--- src/rtl/intreqarb_pkg.sv ---
// Shared definitions for the per-BR-level interrupt source arbiter.
// State encoding, the "no vector" code, and the bus-vector formatting helper.
package intreqarb_pkg;

  localparam logic [1:0] ST_IDLE  = 2'd0;
  localparam logic [1:0] ST_OFFER = 2'd1;
  localparam logic [1:0] ST_XFER  = 2'd2;

  localparam logic [7:0] INTVEC_NONE = 8'h01;

  // Interrupt vectors are word aligned on the bus, so the two low bits are forced to zero.
  function automatic logic [7:0] bus_vec(input logic [7:0] v);
    return {v[7:2], 2'b00};
  endfunction

endpackage

--- src/rtl/intreqarb_if.sv ---
// Handshake bundle between device sources / intctl and one intreqarb instance.
// The arbiter takes the slave view; whatever drives sources and intctl takes the master view.
interface intreqarb_if #(
  parameter int NSRC = 2
);

  logic [NSRC-1:0]   req_h;
  logic [8*NSRC-1:0] vecs;
  logic              br_h;
  logic              sack_h;
  logic              intr_h;
  logic [7:0]        intvec;
  logic [NSRC-1:0]   ack_h;
  logic [NSRC-1:0]   pend_h;

  modport master (
    output req_h, vecs, br_h, sack_h, intr_h,
    input  intvec, ack_h, pend_h
  );

  modport slave (
    input  req_h, vecs, br_h, sack_h, intr_h,
    output intvec, ack_h, pend_h
  );

endinterface

--- src/rtl/intreqarb_prienc.sv ---
// Fixed-priority encoder: index of the lowest set request bit, plus an any-set flag.
module intreqarb_prienc #(
  parameter  int N = 2,
  localparam int W = (N > 1) ? $clog2(N) : 1
) (
  input  logic [N-1:0] req,
  output logic [W-1:0] idx,
  output logic         any
);

  // NOTE: every output gets a default before the loop so no latch is inferred.
  always_comb begin
    idx = '0;
    any = 1'b0;
    for (int i = N - 1; i >= 0; i--) begin
      if (req[i]) begin
        idx = W'(i);
        any = 1'b1;
      end
    end
  end

endmodule

--- src/rtl/intreqarb.sv ---
// Per-level interrupt source arbiter feeding intctl: latches source requests and offers the
// winning vector, holding it stable once intctl has started arbitrating for the bus.
module intreqarb
  import intreqarb_pkg::*;
#(
  parameter int NSRC = 2,
  parameter bit EDGE = 1'b1
) (
  input logic       CLOCK,
  input logic       RESET,
  input logic       init_in_h,
  intreqarb_if.slave bus
);

  localparam int SW = (NSRC > 1) ? $clog2(NSRC) : 1;

  logic [1:0]      state_q;
  logic [SW-1:0]   sel_q;
  logic            wdrn_q;
  logic [7:0]      intvec_q;
  logic [NSRC-1:0] ack_q;
  logic [NSRC-1:0] pend_q;
  logic [NSRC-1:0] req_d_q;

  logic [NSRC-1:0] cand;
  logic [SW-1:0]   win_idx;
  logic            win_any;
  logic [7:0]      win_vec;
  logic            bus_quiet;
  logic            deliver;
  logic            withdraw;
  logic            preempt;
  logic [NSRC-1:0] deliver_v;
  logic [NSRC-1:0] set_v;
  logic [NSRC-1:0] pend_d;

  // Level mode selects straight from the request lines, giving one cycle less latency.
  assign cand = EDGE ? pend_q : bus.req_h;

  intreqarb_prienc #(.N(NSRC)) u_prienc (
    .req (cand),
    .idx (win_idx),
    .any (win_any)
  );

  assign win_vec   = bus_vec(bus.vecs[8*int'(win_idx) +: 8]);
  assign bus_quiet = ~bus.br_h & ~bus.sack_h;
  assign deliver   = (state_q == ST_OFFER) & ~wdrn_q & bus.intr_h;
  assign withdraw  = ~bus.req_h[sel_q];
  assign preempt   = bus_quiet & win_any & (win_idx < sel_q);

  always_comb begin
    deliver_v = '0;
    if (deliver) deliver_v[sel_q] = 1'b1;
    set_v  = EDGE ? (bus.req_h & ~req_d_q) : bus.req_h;
    // Withdrawal or delivery clears, and clearing beats a simultaneous set.
    pend_d = (pend_q | set_v) & bus.req_h & ~deliver_v;
  end

  // NOTE: all state updates below use non-blocking assignments so every register samples
  // the same pre-edge values regardless of statement order.
  always_ff @(posedge CLOCK) begin
    if (RESET || init_in_h) begin
      state_q  <= ST_IDLE;
      sel_q    <= '0;
      wdrn_q   <= 1'b0;
      intvec_q <= INTVEC_NONE;
      ack_q    <= '0;
      pend_q   <= '0;
      // Seed history with the live level so a request held through reset is not a new edge.
      req_d_q  <= bus.req_h;
    end else begin
      pend_q  <= pend_d;
      req_d_q <= bus.req_h;
      ack_q   <= deliver_v;
      case (state_q)
        ST_IDLE: begin
          if (win_any) begin
            sel_q    <= win_idx;
            intvec_q <= win_vec;
            wdrn_q   <= 1'b0;
            state_q  <= ST_OFFER;
          end
        end
        ST_OFFER: begin
          if (deliver) begin
            intvec_q <= INTVEC_NONE;
            state_q  <= ST_XFER;
          end else if (wdrn_q || withdraw) begin
            // Stay locked until intctl has dropped br/sack, then rearbitrate from scratch.
            wdrn_q   <= 1'b1;
            intvec_q <= INTVEC_NONE;
            if (bus_quiet) state_q <= ST_IDLE;
          end else if (preempt) begin
            sel_q    <= win_idx;
            intvec_q <= win_vec;
          end
        end
        ST_XFER: begin
          if (!bus.intr_h) state_q <= ST_IDLE;
        end
        default: state_q <= ST_IDLE;
      endcase
    end
  end

  assign bus.intvec = intvec_q;
  assign bus.ack_h  = ack_q;
  assign bus.pend_h = pend_q;

endmodule

--- src/flat_wrapper.sv ---
// flat-port wrapper written by rule: the top's interface ports become plain ports
module intreqarb_flat import intreqarb_pkg::*;
#(
  parameter int NSRC = 2,
  parameter bit EDGE = 1'b1
)
  (CLOCK, RESET, init_in_h, bus_req_h, bus_vecs, bus_br_h, bus_sack_h, bus_intr_h, bus_intvec, bus_ack_h, bus_pend_h);
  intreqarb_if #(.NSRC(NSRC)) bus_i ();
  input logic CLOCK;
  input logic RESET;
  input logic init_in_h;
  input wire logic [$bits(bus_i.req_h)-1:0] bus_req_h;
  input wire logic [$bits(bus_i.vecs)-1:0] bus_vecs;
  input wire logic [$bits(bus_i.br_h)-1:0] bus_br_h;
  input wire logic [$bits(bus_i.sack_h)-1:0] bus_sack_h;
  input wire logic [$bits(bus_i.intr_h)-1:0] bus_intr_h;
  output wire logic [$bits(bus_i.intvec)-1:0] bus_intvec;
  output wire logic [$bits(bus_i.ack_h)-1:0] bus_ack_h;
  output wire logic [$bits(bus_i.pend_h)-1:0] bus_pend_h;
  assign bus_i.req_h = bus_req_h;
  assign bus_i.vecs = bus_vecs;
  assign bus_i.br_h = bus_br_h;
  assign bus_i.sack_h = bus_sack_h;
  assign bus_i.intr_h = bus_intr_h;
  assign bus_intvec = bus_i.intvec;
  assign bus_ack_h = bus_i.ack_h;
  assign bus_pend_h = bus_i.pend_h;
  intreqarb #(.NSRC(NSRC), .EDGE(EDGE)) u_core (.CLOCK(CLOCK), .RESET(RESET), .init_in_h(init_in_h), .bus(bus_i));
endmodule
--- config.mk ---
export PLATFORM = sky130hd
export DESIGN_NAME = intreqarb_flat
export DESIGN_NICKNAME = d
export VERILOG_FILES = /design/src/rtl/intreqarb_pkg.sv /design/src/rtl/intreqarb_if.sv /design/src/rtl/intreqarb_prienc.sv /design/src/rtl/intreqarb.sv /design/src/flat_wrapper.sv
export SDC_FILE = /design/constraint.sdc
export NUM_CORES = 1
export LEC_CHECK = 0
export CAP_MARGIN = 20
export CORE_MARGIN = 1.5
export CORE_UTILIZATION = 50
export DETAILED_ROUTE_END_ITERATION = 12
export DONT_BUFFER_PORTS = 1
export PLACE_DENSITY = 0.68
export SLEW_MARGIN = 25
export SYNTH_ARGS = -nofsm -noshare
export SYNTH_HDL_FRONTEND = slang
export SYNTH_SLANG_ARGS = --single-unit
--- constraint.sdc ---
create_clock -name CLOCK -period 3.7 [get_ports CLOCK]
set_input_delay 0.37 -clock CLOCK [delete_from_list [all_inputs] [get_ports CLOCK]]
set_output_delay 0.37 -clock CLOCK [all_outputs]
set_load 0.02 [all_outputs]
Word-level counts from Yosys, hierarchy flattened
Cells that the tools add are included.

word-level totals
  output and inout bits = 12
  word-level logic and storage cells = 74
  bits of input ports = 24
  flip-flop bits (word level) = 18

operators by class
  multiplexer cells = 28
  shifts and indexed selects = 1
  reduce and logical (&&, ||, !) cells = 9
  equal/unequal tests = 11
  $lt $le $gt $ge = 3
  bitwise gates (word level) = 15

operators with widths
  kind                                                         count
  2-to-1 mux 8 bit                                             4
  one-hot mux 8 bit (2 select lines)                           1
  indexed part select 16 x 5 -> 8 bit                          1
  2-to-1 mux 1 bit                                             13
  2-to-1 mux 2 bit                                             6
  inequality test 2 bit (second input constant)                4
  AND reduction 4 bit                                          2
  AND 2 bit                                                    3
  one-hot mux 2 bit (3 select lines)                           1
  AND 1 bit                                                    5
  AND reduction 5 bit                                          1
  inequality test 2 x 1 -> 1 bit (second input constant)       2
  inequality test 4 x 2 -> 1 bit (second input constant)       1
  inverter 1 bit                                               4
  inverter 2 bit                                               2
  one-hot mux 1 bit (2 select lines)                           2
  inequality test 3 x 1 -> 1 bit (second input constant)       1
  inequality test 3 x 2 -> 1 bit (second input constant)       1
  AND reduction 3 bit                                          1
  == test 2 x 1 -> 1 bit (second input constant)               1
  == test 2 bit (second input constant)                        1
  zero test 2 bit                                              1
  logical OR 1 bit                                             2
  less-than comparator 1 x 2 -> 1 bit (second input constant)  1
  6 further kinds                                              6

Logic depth before layout (Yosys ltp)
  depth after elaboration = 8
  depth in mapped cells = 5
  depth with buffers taken out = 4

Cells and area by module
From an unflattened synthesis, not the netlist that was laid out.

unflattened totals
  cells, all modules = 90
  area total of the unflattened synthesis = 855.8 µm²

by module, submodules not included
  module            cells an instance  area an instance (µm²)  seq. area each (µm²)  times used
  intreqarb         88                 843.3                   340.3                 1
  intreqarb_prienc  2                  12.5                    0.0                   1

Worst setup path before layout
OpenSTA, ideal clock, no wires.

  kind = register to register
  start point = reg u_core.sel_q
  end point = reg u_core.intvec_q[2] (netlist: u_core.bus.intvec[2])
  data required time = 3.628 ns
  cell stages (with the launch flop) = 5
  path buffers = 0
  library setup time = 0.072 ns
  arrival = 1.320 ns
  path slack = 2.309 ns
  period minus slack after synthesis = 1.391 ns
  path through = dfxtp_1 > mux2_4 > and2b_4 > a21oi_4 > mux2i_1

on the way
  cells in the longest elaborated chain, start to end = 7
  elaborated cells on any way between the ends = 11
  those cells by class = order compare: 1; eq/ne: 1; mux: 5; bitwise: 2; reduce/logical: 2

RTL lines
  item                                                 line             RTL
  start: declaration                                   intreqarb.sv:18  logic [SW-1:0] sel_q;
  start signal: assignment                             intreqarb.sv:79  sel_q <= win_idx;
  start signal: assignment                             intreqarb.sv:95  sel_q <= win_idx;
  2-to-1 mux 1 bit (not written as such) (2 in a row)  intreqarb.sv:49  assign withdraw = ~bus.req_h[sel_q];
  inverter 1 bit                                       intreqarb.sv:49
  logical OR 1 bit                                     intreqarb.sv:89  end else if (wdrn_q || withdraw) begin
  2-to-1 mux 8 bit                                     intreqarb.sv:89
  2-to-1 mux 8 bit                                     intreqarb.sv:86  if (deliver) begin
  one-hot mux 8 bit (2 select lines)                   intreqarb.sv:76  case (state_q)
  end signal: assignment                               intreqarb.sv:80  intvec_q <= win_vec;
  end signal: assignment                               intreqarb.sv:96  intvec_q <= win_vec;
  end: declaration                                     intreqarb.sv:20  logic [7:0] intvec_q;

Several ways; a longest one is shown, not always the timed one. The select of a mux whose other input is x is not followed.
A chain may end at the register's enable or synchronous reset.

Worst setup path in the final report
  start point = reg u_core.pend_q[1] (netlist: u_core.bus.pend_h[1])
  end point = reg u_core.intvec_q[4] (netlist: u_core.bus.intvec[4])

on the way
  cells in the longest elaborated chain, start to end = 7
  elaborated cells on any way between the ends = 15
  those cells by class = order compare: 1; eq/ne: 2; shift: 1; mux: 8; bitwise: 2; reduce/logical: 1

RTL lines
  item                                 line                    RTL
  start: declaration                   intreqarb.sv:22         logic [NSRC-1:0] pend_q;
  start signal: assignment             intreqarb.sv:73         pend_q <= pend_d;
  2-to-1 mux 1 bit *                   intreqarb_prienc.sv:16  if (req[i]) begin
  2-to-1 mux 1 bit                     intreqarb_prienc.sv:16
  indexed part select 16 x 5 -> 8 bit  intreqarb.sv:46         assign win_vec = bus_vec(bus.vecs[8*int'(win_idx) +: 8]);
  2-to-1 mux 8 bit                     intreqarb.sv:94         end else if (preempt) begin
  2-to-1 mux 8 bit                     intreqarb.sv:89
  2-to-1 mux 8 bit                     intreqarb.sv:86
  one-hot mux 8 bit (2 select lines)   intreqarb.sv:76

Every way passes the cells marked *; elsewhere a longest branch is shown, timed or not. The select of a mux whose other input is x is not followed.

==> summary.md <==
| Metric | Value |
|---|---|
| TritonCTS buffer count | `3` |
| RSZ-0062 raised after global routing | `false` |
| Tcrit/Tclk final | `between 40% and 50%` |
| Vias in the first global route | `596` |
| Antenna violations before repair | `0` |
| Die ar. | `0.00188 mm2` |
| Worst hold path class | `in2reg` |
| Mapped Cells | `82` |
| Worst clock skew | `around 3.3 ps` |
| Layout cells sized above 1 | `roughly 22%` |
| Critical hold path startpoint | `bus_req_h[0]` |
| Total GRT Usage | `between 10% and 20%` |
| Syn nets | `106` |
| Via/cell ratio | `roughly 6.0` |
| Ys flop type | `dfxtp_1` |
| CORE AREA | `0.00152 mm2` |
| Crit end category | `flop` |
| Die W | `approximately 43 um` |
| Post-route DRC | `0` |
| FILL cells | `around 140` |
| Worst path required time | `roughly 3900 ps` |
| Startpoint Class | `flop` |
| Dpl hpwl | `1110 um` |
| Post-synthesis sequential area ratio | `41.7%` |
| Cell variety after synth | `36` |
| Setup repair bufs after CTS | `0` |
| Relative slew slack | `42.3%` |
| Asr flop ratio synth | `0%` |
| Largest net degree at the start of global routing | `14` |
| MaxCap Viol Count | `0` |
| Seq cells post-synth | `17` |
| Yosys top cell area share | `a little over two fifths` |
| Worst path slowest cell | `nor2b_1` |
| Pre-antenna DRT Iters | `3` |
| Final Wtd Congestion | `between 0.7 and 0.8` |
| DR vias | `587` |
| First-pass GRT wire length | `around 2500 um` |
| Syn_area_per_cell | `a little under 10 um2` |
| Max-slew violations | `0` |
| Outcome | `finished clean` |
| Clock tree buffer depth | `2` |
| Synth top cells by count | `dfxtp_1 (17), mux2i_1 (12), nand2_1 (7)` |
| Routed wire length per instance | `around 15 um` |
| Power per cell area | `384 mW/mm2` |
| Worst Tran Pin Value | `862 ps` |
| # resized after CTS | `0` |
| Top-count cell post-synth | `dfxtp_1` |
| YS warnings | `0` |
| ANT cells | `0` |
| Crit Path Class | `reg2reg` |
| Clock root cell | `clkbuf_4` |
| TritonCTS clock tree | `built` |
| Grt ovf | `0` |
| Critical Path Start | `u_core.bus.pend_h[1]$_SDFF_PP0_` |
| CP arrival | `2060 ps` |
| Setup violators final | `0` |
| CTS Hold Bufs | `0` |
| Num rows | `14` |
| I/O pin cnt | `36` |
| Drt initial violations | `8` |
| Clock transition at path regs | `about 100 ps` |
| Ranking of synthesized cells by area | `dfxtp_1 (42%), mux2i_1 (15%), or2_2 (3.8%)` |
| Setup TNS Final | `0 ps` |
| P&R area growth vs syn | `3.22%` |
| Area after detailed placement | `between 800 and 900 um2` |
| FF-to-FF Start | `u_core.bus.pend_h[1]$_SDFF_PP0_` |
| Worst-path cell chain | `nor2b_1 -> mux2i_1 -> or2_2 -> mux2i_1` |
| Highest cell delay on the worst timing path | `690 ps` |
| Die H | `between 40 and 50 um` |
| Most numerous cell on the critical path | `mux2i_1` |
| Post-synth EDFFs | `0` |
| Post-route minimum period | `approximately 1800 ps` |
| Nets | `around 110` |
| Synth area leader | `dfxtp_1` |
| LEAKAGE | `approximately 0.3 nW` |
| Mapped cell area | `between 800 and 900 um2` |
| Routed WL | `about 1500 um` |
| Overall Power | `between 0.3 and 0.4 mW` |
| Fmax | `0.546 GHz` |
| Worst-skew pair later-pin latency | `290 ps` |
| Max VDD drop | `~0.22 mV` |
| Post-route cell area | `842 um2` |
| ANT nets after route | `0` |
| Final hold vios | `0` |
| CP Max Fanout | `7` |
| Htree depth | `1` |
| Initial Utilization | `53.5%` |
| Port Buffers | `0` |
| Number of clock sinks | `17` |
## sequential cells by signal (all words and copies together), names as in the netlist
signal             flops
u_core.bus.ack_h       2
u_core.sel_q           1
u_core.req_d_q         2
u_core.bus.pend_h      2
u_core.state_q         2
u_core.wdrn_q          1
u_core.bus.intvec      7
## per-stage QoR
| stage | hold slack [ps] | utilization [%] | worst slack [ps] | instances |
|---|---|---|---|---|
| finish | 94.1 | 55.3 | 1870 | 98 |
| global route | 67.0 | 55.3 | 1750 | 98 |
| CTS | 82.6 | 55.3 | 1840 | 98 |
| detailed placement | 398 | 53.4 | 1730 | 94 |
| global placement | 398 | 53.4 | 1730 | 94 |
| floorplan | 398 | - | 2310 | 82 |
## worst paths after layout
check        slack (ps)                           endpoint  depth (start not counted)
max reg2reg        1870  u_core.bus.intvec[4]$_SDFFE_PP0P_                          4
min reg2reg         510     u_core.state_q[1]$_SDFFE_PP0P_                          2
min                  90          u_core.req_d_q[0]$_DFF_P_                          0
max                1870  u_core.bus.intvec[4]$_SDFFE_PP0P_                          4
## placed cells by master, fill, tap and decap left out, types with 2 or more instances in the layout
cell type   n
nand3_1     2
nor3_1      3
nand2_1     7
nor4_1      2
nor2_1      3
nand2b_1    3
clkbuf_4    3
mux2i_1    12
inv_1       2
or2_2       5
dfxtp_1    17
## area by class of cell
cell class	count	area, um2	area share (%)
inverter	2	7.51	0.892
clock buffer	3	22.5	2.67
multi-input combinational	59	447	53.0
tap	16	20.0	2.38
clock inverter	1	5.00	0.594
sequential	17	340	40.4
## report_power, final
group	total [mW]	internal (mW)	switching, mW
logic	0.0310	0.0148	0.0162
registers	0.194	0.188	0.00691
clock network	0.0980	0.0403	0.0577
## routing by layer
metal | vias to the layer above | track usage, % | wire length, um
met3 | 5 | 9.17 | 113
met5 | - | 0 | 0
met2 | 21 | 32.5 | 724
li1 | 293 | - | -
met1 | 268 | 18.5 | 653
met4 | 0 | 8.48 | 23
## cells by family after synthesis
kind of cell	synth area share (%)
AO/OA/AOI/OAI	14.1
buffers and inverters	3.53
flip-flops	41.7
multiplexers	16.6
other	0.460
AND/OR/NAND/NOR	23.6
## worst max-delay path, delay by kind of cell, from the launching register on
family	cells	cell delay, ps
simple gates	2	980
flops	1	500
mux	2	290
(Power assumes the default switching activity.)
